**config.mk**
```make
export PLATFORM = sky130hd
export DESIGN_NAME = mul_div_unit
export DESIGN_NICKNAME = d
export VERILOG_FILES = /design/src/rtl/mdu_pkg.sv /design/src/rtl/mdu_signfix.sv /design/src/rtl/mul_div_unit.sv
export SDC_FILE = /design/constraint.sdc
export NUM_CORES = 1
export LEC_CHECK = 0
export CAP_MARGIN = 20
export CORE_UTILIZATION = 60
export CTS_CLUSTER_DIAMETER = 40
export DETAILED_ROUTE_END_ITERATION = 12
export MAX_ROUTING_LAYER = met4
export PLACE_DENSITY = 0.85
export SETUP_SLACK_MARGIN = 0.5
export SYNTH_ARGS = -nofsm -noshare
export SYNTH_HDL_FRONTEND = slang
export SYNTH_SLANG_ARGS = --single-unit
export TNS_END_PERCENT = 100
```
**constraint.sdc**
```tcl
create_clock -name clk -period 9.75 [get_ports clk]
set_input_delay 1.95 -clock clk [delete_from_list [all_inputs] [get_ports clk]]
set_output_delay 1.95 -clock clk [all_outputs]
set_load 0.03 [all_outputs]
```
**src/rtl/mdu_pkg.sv**
```systemverilog
// Shared definitions for the iterative multiply/divide unit: op encodings,
// FSM state type and small op-decoding helpers.
package mdu_pkg;

  localparam logic [1:0] OP_MULT  = 2'b00;
  localparam logic [1:0] OP_MULTU = 2'b01;
  localparam logic [1:0] OP_DIV   = 2'b10;
  localparam logic [1:0] OP_DIVU  = 2'b11;

  typedef enum logic [1:0] {
    S_IDLE = 2'd0,
    S_CALC = 2'd1,
    S_FIX  = 2'd2,
    S_DONE = 2'd3
  } mdu_state_t;

  function automatic logic op_is_signed(input logic [1:0] op);
    return (op == OP_MULT) || (op == OP_DIV);
  endfunction

  function automatic logic op_is_div(input logic [1:0] op);
    return (op == OP_DIV) || (op == OP_DIVU);
  endfunction

endpackage

```
**src/rtl/mdu_signfix.sv**
```systemverilog
// Combinational two's-complement conditional negate: out = neg ? -in : in.
module mdu_signfix #(
  parameter int W = 32
) (
  input  logic [W-1:0] in,
  input  logic         neg,
  output logic [W-1:0] out
);

  logic [W-1:0] inv;

  for (genvar gi = 0; gi < W; gi++) begin : g_inv
    assign inv[gi] = in[gi] ^ neg;
  end

  assign out = inv + {{(W-1){1'b0}}, neg};

endmodule

```
**src/rtl/mul_div_unit.sv**
```systemverilog
// WIDTH-generic multicycle multiply/divide unit producing HI/LO results:
// radix-2 shift-add multiply, restoring divide, sign fix-up in a final cycle.
module mul_div_unit
  import mdu_pkg::*;
#(
  parameter int WIDTH = 32
) (
  input  logic             clk,
  input  logic             reset,
  input  logic             start,
  input  logic [1:0]       op,
  input  logic [WIDTH-1:0] a,
  input  logic [WIDTH-1:0] b,
  output logic             busy,
  output logic             done,
  output logic             div_zero,
  output logic [WIDTH-1:0] hi,
  output logic [WIDTH-1:0] lo
);

  localparam int CNT_W = $clog2(WIDTH) + 1;

  mdu_state_t         state_reg;
  logic [CNT_W-1:0]   cnt_reg;
  logic               is_div_reg;
  logic               neg_q_reg;
  logic               neg_r_reg;
  logic [WIDTH-1:0]   opnd_reg;
  logic [2*WIDTH-1:0] acc_reg;
  logic [WIDTH-1:0]   hi_reg;
  logic [WIDTH-1:0]   lo_reg;
  logic               busy_reg;
  logic               done_reg;
  logic               div_zero_reg;

  // Operand magnitudes for the load cycle
  logic             a_neg;
  logic             b_neg;
  logic [WIDTH-1:0] a_mag;
  logic [WIDTH-1:0] b_mag;

  assign a_neg = op_is_signed(op) & a[WIDTH-1];
  assign b_neg = op_is_signed(op) & b[WIDTH-1];

  mdu_signfix #(.W(WIDTH)) u_a_fix (.in(a), .neg(a_neg), .out(a_mag));
  mdu_signfix #(.W(WIDTH)) u_b_fix (.in(b), .neg(b_neg), .out(b_mag));

  // Multiply step: acc = {partial product, remaining multiplier bits}
  logic [WIDTH-1:0]   mul_addend;
  logic [WIDTH:0]     mul_sum;
  logic [2*WIDTH-1:0] mul_next;

  assign mul_addend = acc_reg[0] ? opnd_reg : {WIDTH{1'b0}};
  assign mul_sum    = {1'b0, acc_reg[2*WIDTH-1:WIDTH]} + {1'b0, mul_addend};
  assign mul_next   = {mul_sum, acc_reg[WIDTH-1:1]};

  // Divide step: acc = {partial remainder, dividend bits shifting into quotient}
  logic [WIDTH:0]     div_trial;
  logic [WIDTH:0]     div_diff;
  logic               div_ok;
  logic [WIDTH-1:0]   div_rem;
  logic [2*WIDTH-1:0] div_next;

  assign div_trial = {acc_reg[2*WIDTH-1:WIDTH], acc_reg[WIDTH-1]};
  assign div_diff  = div_trial - {1'b0, opnd_reg};
  assign div_ok    = ~div_diff[WIDTH];
  assign div_rem   = div_ok ? div_diff[WIDTH-1:0] : div_trial[WIDTH-1:0];
  assign div_next  = {div_rem, acc_reg[WIDTH-2:0], div_ok};

  // Result sign correction applied in FIX
  logic [2*WIDTH-1:0] prod_signed;
  logic [WIDTH-1:0]   quot_signed;
  logic [WIDTH-1:0]   rem_signed;

  mdu_signfix #(.W(2*WIDTH)) u_prod_fix (
    .in(acc_reg), .neg(neg_q_reg), .out(prod_signed)
  );
  mdu_signfix #(.W(WIDTH)) u_quot_fix (
    .in(acc_reg[WIDTH-1:0]), .neg(neg_q_reg), .out(quot_signed)
  );
  mdu_signfix #(.W(WIDTH)) u_rem_fix (
    .in(acc_reg[2*WIDTH-1:WIDTH]), .neg(neg_r_reg), .out(rem_signed)
  );

  always_ff @(posedge clk) begin
    if (reset) begin
      state_reg    <= S_IDLE;
      cnt_reg      <= '0;
      is_div_reg   <= 1'b0;
      neg_q_reg    <= 1'b0;
      neg_r_reg    <= 1'b0;
      opnd_reg     <= '0;
      acc_reg      <= '0;
      hi_reg       <= '0;
      lo_reg       <= '0;
      busy_reg     <= 1'b0;
      done_reg     <= 1'b0;
      div_zero_reg <= 1'b0;
    end else begin
      done_reg     <= 1'b0;
      div_zero_reg <= 1'b0;
      case (state_reg)
        S_IDLE: begin
          if (start) begin
            is_div_reg <= op_is_div(op);
            neg_q_reg  <= a_neg ^ b_neg;
            neg_r_reg  <= a_neg;
            cnt_reg    <= '0;
            busy_reg   <= 1'b1;
            if (op_is_div(op) && (b == '0)) begin
              // Divide by zero: flag it and leave hi/lo untouched
              state_reg    <= S_DONE;
              done_reg     <= 1'b1;
              div_zero_reg <= 1'b1;
            end else begin
              state_reg <= S_CALC;
              if (op_is_div(op)) begin
                opnd_reg <= b_mag;
                acc_reg  <= {{WIDTH{1'b0}}, a_mag};
              end else begin
                opnd_reg <= a_mag;
                acc_reg  <= {{WIDTH{1'b0}}, b_mag};
              end
            end
          end
        end
        S_CALC: begin
          acc_reg <= is_div_reg ? div_next : mul_next;
          cnt_reg <= cnt_reg + CNT_W'(1);
          if (cnt_reg == CNT_W'(WIDTH - 1)) begin
            state_reg <= S_FIX;
          end
        end
        S_FIX: begin
          if (is_div_reg) begin
            hi_reg <= rem_signed;
            lo_reg <= quot_signed;
          end else begin
            hi_reg <= prod_signed[2*WIDTH-1:WIDTH];
            lo_reg <= prod_signed[WIDTH-1:0];
          end
          state_reg <= S_DONE;
          done_reg  <= 1'b1;
        end
        S_DONE: begin
          state_reg <= S_IDLE;
          busy_reg  <= 1'b0;
        end
        default: begin
          state_reg <= S_IDLE;
          busy_reg  <= 1'b0;
        end
      endcase
    end
  end

  assign busy     = busy_reg;
  assign done     = done_reg;
  assign div_zero = div_zero_reg;
  assign hi       = hi_reg;
  assign lo       = lo_reg;

endmodule

```
Yosys cells after proc, flatten, opt, wreduce, memory -nomap -nowiden
Index checks and enable logic that the tools add are counted.
{"block": "word_totals", "word_cells": 231, "input_bits": 69, "regBits": 174, "output_inout_bits": 67}
{"block": "op_classes", "n_addsub": 8, "muxes": 21, "n_eq_ne": 9, "n_bitwise": 166, "n_reduce_logical": 15}
{"op": "2-to-1 mux 32 bit", "count": 6}
{"op": "2-to-1 mux 64 bit", "count": 3}
{"op": "XOR 1 bit", "count": 161}
{"op": "adder 32 x 1 -> 32 bit", "count": 4}
{"op": "one-hot mux 64 bit (2 select lines)", "count": 1}
{"op": "adder 64 x 1 -> 64 bit", "count": 1}
{"op": "adder 32 x 32 -> 33 bit", "count": 1}
{"op": "subtractor 33 x 32 -> 33 bit", "count": 1}
{"op": "logical NOT 32 bit", "count": 1}
{"op": "one-hot mux 6 bit (2 select lines)", "count": 1}
{"op": "== test 2 bit (second input constant)", "count": 4}
{"op": "one-hot mux 2 bit (4 select lines)", "count": 1}
{"op": "AND reduction 2 bit", "count": 4}
{"op": "adder 6 x 1 -> 6 bit (second input constant)", "count": 1}
{"op": "== test 6 x 5 -> 1 bit (second input constant)", "count": 1}
{"op": "2-to-1 mux 2 bit", "count": 3}
{"op": "2-to-1 mux 6 bit", "count": 1}
{"op": "inequality test 2 bit (second input constant)", "count": 3}
{"op": "AND reduction 3 bit", "count": 2}
{"op": "logical NOT 2 bit", "count": 2}
{"op": "one-hot mux 1 bit (2 select lines)", "count": 2}
{"op": "nonzero test 2 bit", "count": 2}
{"op": "2-to-1 mux 1 bit", "count": 3}
{"op": "inverter 1 bit", "count": 3}
{"op": "other kinds (5)", "count": 7}

Longest topological paths before layout
{"block": "logic_depth", "word_depth": 9, "depth_mapped": 18, "mapped_depth_nobuf": 13}

Cells and area by module
A second synthesis with hierarchy kept.
{"block": "unflattened", "cells_unflattened": 2777, "area_unflattened_um2": 21275.4}
{"module": "mul_div_unit", "area_each_um2": 12170.4, "cells_each": 1485, "instances": 1, "seq_area_each_um2": 3483.3}
{"module": "mdu_signfix at u_a_fix ...", "area_each_um2": 1453.9, "cells_each": 203, "instances": 4, "seq_area_each_um2": 0.0}
{"module": "mdu_signfix at u_prod_fix", "area_each_um2": 3289.4, "cells_each": 480, "instances": 1, "seq_area_each_um2": 0.0}

Worst setup path before layout
No wires, ideal clock.
{"block": "synth_timing", "path_kind": "input port to flip-flop", "start": "in op[0]", "end": "reg acc_reg[31]", "path_buffers": 6, "path_slack_ns": 4.250, "t_arrival_ns": 5.362, "setup_time_ns": 0.138, "cell_stages": 18, "required_ns": 9.612, "path_cell_list": "buf_4 -> nand2b_4 -> buf_8 -> inv_4 -> buf_6 -> clkbuf_1 -> buf_1 -> ha_1 -> nand2_1 -> or4_1 -> a22oi_1 -> and3_1 -> clkbuf_1 -> nand3_1 -> o2bb2ai_1 -> a21o_1 -> a221oi_1 -> a221oi_1"}
{"block": "synth_via", "elab_chain_cells": 9, "elab_cells_between_ends": 80, "cone_classes": "add/sub (2); eq/ne (3); mux (4); bitwise (66); reduce/logical (5)"}
{"element": "start: declaration", "line_no": "mul_div_unit.sv:11", "text": "input logic [1:0] op,"}
{"element": "== test 2 bit / logical NOT 2 bit (equally long branches)", "line_no": "mdu_pkg.sv:18", "text": "return (op == OP_MULT) || (op == OP_DIV);"}
{"element": "logical OR 1 bit *", "line_no": "mdu_pkg.sv:18"}
{"element": "AND 1 bit *", "line_no": "mul_div_unit.sv:42", "text": "assign a_neg = op_is_signed(op) & a[WIDTH-1];"}
{"element": "via a_neg", "line_no": "mul_div_unit.sv:37", "text": "logic a_neg;"}
{"element": "XOR 1 bit", "line_no": "mdu_signfix.sv:13", "text": "assign inv[gi] = in[gi] ^ neg;"}
{"element": "adder 32 x 1 -> 32 bit *", "line_no": "mdu_signfix.sv:16", "text": "assign out = inv + {{(W-1){1'b0}}, neg};"}
{"element": "2-to-1 mux 32 bit *", "line_no": "mul_div_unit.sv:117", "text": "if (op_is_div(op)) begin"}
{"element": "2-to-1 mux 64 bit *", "line_no": "mul_div_unit.sv:110", "text": "if (op_is_div(op) && (b == '0)) begin"}
{"element": "2-to-1 mux 64 bit *", "line_no": "mul_div_unit.sv:104", "text": "if (start) begin"}
{"element": "one-hot mux 64 bit (2 select lines) *", "line_no": "mul_div_unit.sv:102", "text": "case (state_reg)"}
{"element": "end signal: assignment", "line_no": "mul_div_unit.sv:119", "text": "acc_reg <= {{WIDTH{1'b0}}, a_mag};"}
{"element": "end signal: assignment", "line_no": "mul_div_unit.sv:122", "text": "acc_reg <= {{WIDTH{1'b0}}, b_mag};"}
{"element": "end signal: assignment", "line_no": "mul_div_unit.sv:128", "text": "acc_reg <= is_div_reg ? div_next : mul_next;"}
{"element": "end: declaration", "line_no": "mul_div_unit.sv:29", "text": "logic [2*WIDTH-1:0] acc_reg;"}
Mark *: on every way through the listed nets, which the timed path passes. The rest lies on a longest branch. The select of a mux whose other input is x is not followed.
A chain may end at the register's enable or synchronous reset.

Worst setup path after layout
{"block": "layout_timing", "start": "in op[0]", "end": "reg opnd_reg[31]"}
{"block": "layout_via", "elab_chain_cells": 6, "elab_cells_between_ends": 77, "cone_classes": "add/sub (2); eq/ne (2); mux (1); bitwise (67); reduce/logical (5)"}
{"element": "== test 2 bit / logical NOT 2 bit (equally long branches)", "line_no": "mdu_pkg.sv:18, mdu_pkg.sv:22"}
{"element": "logical OR 1 bit", "line_no": "mdu_pkg.sv:18"}
{"element": "AND 1 bit, on equally long branches", "line_no": "mul_div_unit.sv:42, mul_div_unit.sv:43"}
{"element": "XOR 1 bit", "line_no": "mdu_signfix.sv:13"}
{"element": "adder 32 x 1 -> 32 bit", "line_no": "mdu_signfix.sv:16"}
{"element": "2-to-1 mux 32 bit", "line_no": "mul_div_unit.sv:117"}
{"element": "end signal: assignment", "line_no": "mul_div_unit.sv:118", "text": "opnd_reg <= b_mag;"}
{"element": "end signal: assignment", "line_no": "mul_div_unit.sv:121", "text": "opnd_reg <= a_mag;"}
{"element": "end: declaration", "line_no": "mul_div_unit.sv:28", "text": "logic [WIDTH-1:0] opnd_reg;"}
Parallel ways exist; a longest one is shown, timed or not.

==> run_results.csv <==
group,metric,value,unit
power,ir_drop,176,µV
global_route,overflow,0,
job,cap_violations,0,
min_path,min_path_type,"register to register",
setup_path,required,10130,ps
yosys,yosysUniqueCellTypes,98,
setup_path,crit_path_frequent_cell,"a21oi_1",
timing,period_needed,5670,ps
setup_path,critPathCaptureType,"register",
global_route,first_global_vias,18000,
setup_path,reg2reg_slack,4610,ps
power,total_power,3690,µW
global_route,grt_pass1_wl,96000,µm
yosys,syn_avg_cell_area,7.31,µm²
floorplanning,coreArea,29100,µm²
setup_path,slowest_stage,"clkdlybuf4s50_1",
clocking,tritoncts,"yes",
yosys,synthCells,2455,
timing,max_freq,0.176,GHz
timing,finalSetupTns,0,ps
global_route,antenna_found_initial,0,
timing,grt_setup_unrepaired,"false",
yosys,async_reset_ff_share,0,%
timing,fin_crit_sh,58.2,%
routing,vias,18900,
setup_path,crit_buf_inv,3,
clocking,cts.clk_slew.worst_paths,70,ps
routing,drt_wl_total,60400,µm
routing,drcViolationCount,0,
setup_path,path_class,"input pin to register",
timing,hold-worst-slack,457,ps
place,dp_worst_setup_slack,3730,ps
setup_path,worstReg2RegEnd,"acc_reg[42]",
setup_path,worstPathArrival,6050,ps
routing,dr.pass1.iters,8,
timing,skew,21.3,ps
clocking,cts-root-buf,"clkbuf_16",
setup_path,critPathLaunchType,"input pin",
cells_and_area,utilization,68.2,%
timing,finalSetupViolations,0,
yosys,synth_edf_count,0,
run_status,status,"complete, no violations",
min_path,hold_depth,2,
floorplanning,dieArea,30600,µm²
timing,slew_headroom,26.0,%
floorplanning,rows,62,
clocking,numCtsBuffers,17,
global_route,grt_max_degree,83,
cells_and_area,fin_nets,2591,
routing,drt_iter0_markers,2296,
yosys,yosys_warnings,0,
place,portBuffers,135,
setup_path,cp_max_fo,34,
floorplanning,die_x,175,µm
setup_path,reg2regPathDepth,14,
power,p_leak,0.00724,µW
global_route,track_usage,40.3,%
yosys,synth_area,17900,µm²
cells_and_area,antenna_cells,0,
cells_and_area,area_growth,10.6,%
setup_path,reg2reg_from,"acc_reg[31]",
power,powerDensity,186,nW/µm²
min_path,min_from,"opnd_reg[7]",
timing,fin_ws,4080,ps
floorplanning,start_util,61.7,%
floorplanning,dieHeight,175,µm
yosys,synth_top_flop_cell,"dfxtp_1",
setup_path,cpPeakStageDelay,610,ps
min_path,hold_path_end,"opnd_reg[7]",
clocking,cts.htree.levels,4,
clocking,ctsHoldBuffers,0,
clocking,clockBufferDepth,2,
floorplanning,io_pins,136,
setup_path,path_cells,"clkdlybuf4s50_1 -> nand2b_1 -> buf_4 -> inv_2 -> ha_1 -> and2_1 -> nand4_1 -> a21oi_1 -> nand4b_1 -> a21oi_1 -> mux2_2 -> nand3_1 -> o211ai_1 -> a21oi_1",
cells_and_area,largest_register_ffs,64,
setup_path,critical_path.top_delay_family,"buffers and inverters",
routing,wire_per_inst,21.3,µm
clocking,post_cts_resized,0,
routing,ant_nets,0,
place,routabilityCongestion,1.01,
yosys,synth_nets,2603,
clocking,cts.sinks,174,
timing,hold_viol,0,
yosys,ys_seq_elements,174,
timing,tightest_slew,1110,ps
timing,final-max-slew-violation-count,0,
cells_and_area,drive_gt1_share,4.93,%
place,hpwl,44400,µm
clocking,post_cts_buffers,0,
clocking,clk_latency,470,ps
routing,via_per_inst,6.67,
yosys,ys_seq_area_share,19.4,%
## stage by stage
stage	instances	area, µm²
after global placement	2808	19200
after floorplan	2455	17900
after global routing	2840	19800
final	2840	19800
after detailed placement	2808	19200
after CTS	2840	19800
## kinds of logic after synthesis
logic type	synth area share, %
and+or+nand+nor	23.1
buffers and inverters	6.42
xor gates and xnor gates	11.2
DFF	19.4
adders and majority gates	5.59
AOI/OAI and AO/OA	26.9
muxes	7.32
## worst register-to-register path, stage by stage (launching register included)
cell and delay (ps):
dfxtp_1 690, inv_1 250, ha_1 290, fa_1 410, nand2b_1 190, a21oi_1 200, o21ai_0 120, buf_4 160
o31a_1 360, a21o_1 260, a211oi_4 830, buf_4 530, mux2_2 410, a21oi_1 190, o21ai_0 100
## where the power goes
group          leakage, µW  switching (µW)  internal [µW]
Sequential         0.00142             206            866
Combinational      0.00552            1180            710
Clock             0.000295             377            350
Total              0.00724            1760           1930
## Yosys cell counts, drive strengths merged (30+ instances only)
cell    number  area (µm²)
a21o        31         233
xnor2      163        1430
mux2i      112        1120
inv         96         363
buf         44         225
clkbuf     147         552
dfxtp      174        3480
o211ai      42         315
nor3        64         320
nand2b      30         195
ha          77         963
nor2       250         941
o21ai      141         706
xor2        67         587
a211oi      81         618
nand2      212         796
a21oi      191         956
nand3       68         353
## final cells by class
class / count / area, µm²
clock buffer: 17 / 425
clock inverter: 15 / 191
fill: 2502 / 9260
inverter: 99 / 374
multi-input combinational: 1991 / 13300
sequential: 174 / 3490
tap: 384 / 480
timing repair buffer: 160 / 1530
## layer usage
metal,wire [µm],up-vias,GRT usage (%)
met5,0,-,-
met1,23900,8886,47.6
met3,4260,175,4.85
li1,-,8938,-
met2,28900,930,66.9
met4,3310,0,21.2
## cells in the final DEF (no fill, tap or decap), types with 42 or more instances in the layout
cell | synthesis | routed
a211oi_1 | 79 | 79
clkdlybuf4s50_1 | 0 | 133
nor2_1 | 249 | 247
nor3_1 | 64 | 64
ha_1 | 77 | 76
nand2_1 | 212 | 212
o211ai_1 | 42 | 42
xnor2_1 | 163 | 163
a21oi_1 | 191 | 190
xor2_1 | 67 | 67
nand3_1 | 67 | 67
o21ai_0 | 134 | 134
inv_1 | 94 | 94
dfxtp_1 | 174 | 171
mux2i_1 | 112 | 112
## how the worst max path moves through the flow
stage / startpoint / to / cells after the start
after floorplan: op[0] / acc_reg[31] / 18
after global placement: op[0] / acc_reg[31] / 14
after detailed placement: op[0] / acc_reg[31] / 14
after CTS: op[0] / acc_reg[31] / 14
after global routing: op[0] / opnd_reg[27] / 14
final: op[0] / opnd_reg[31] / 14
Note: power is estimated with default switching activity, not from simulation.
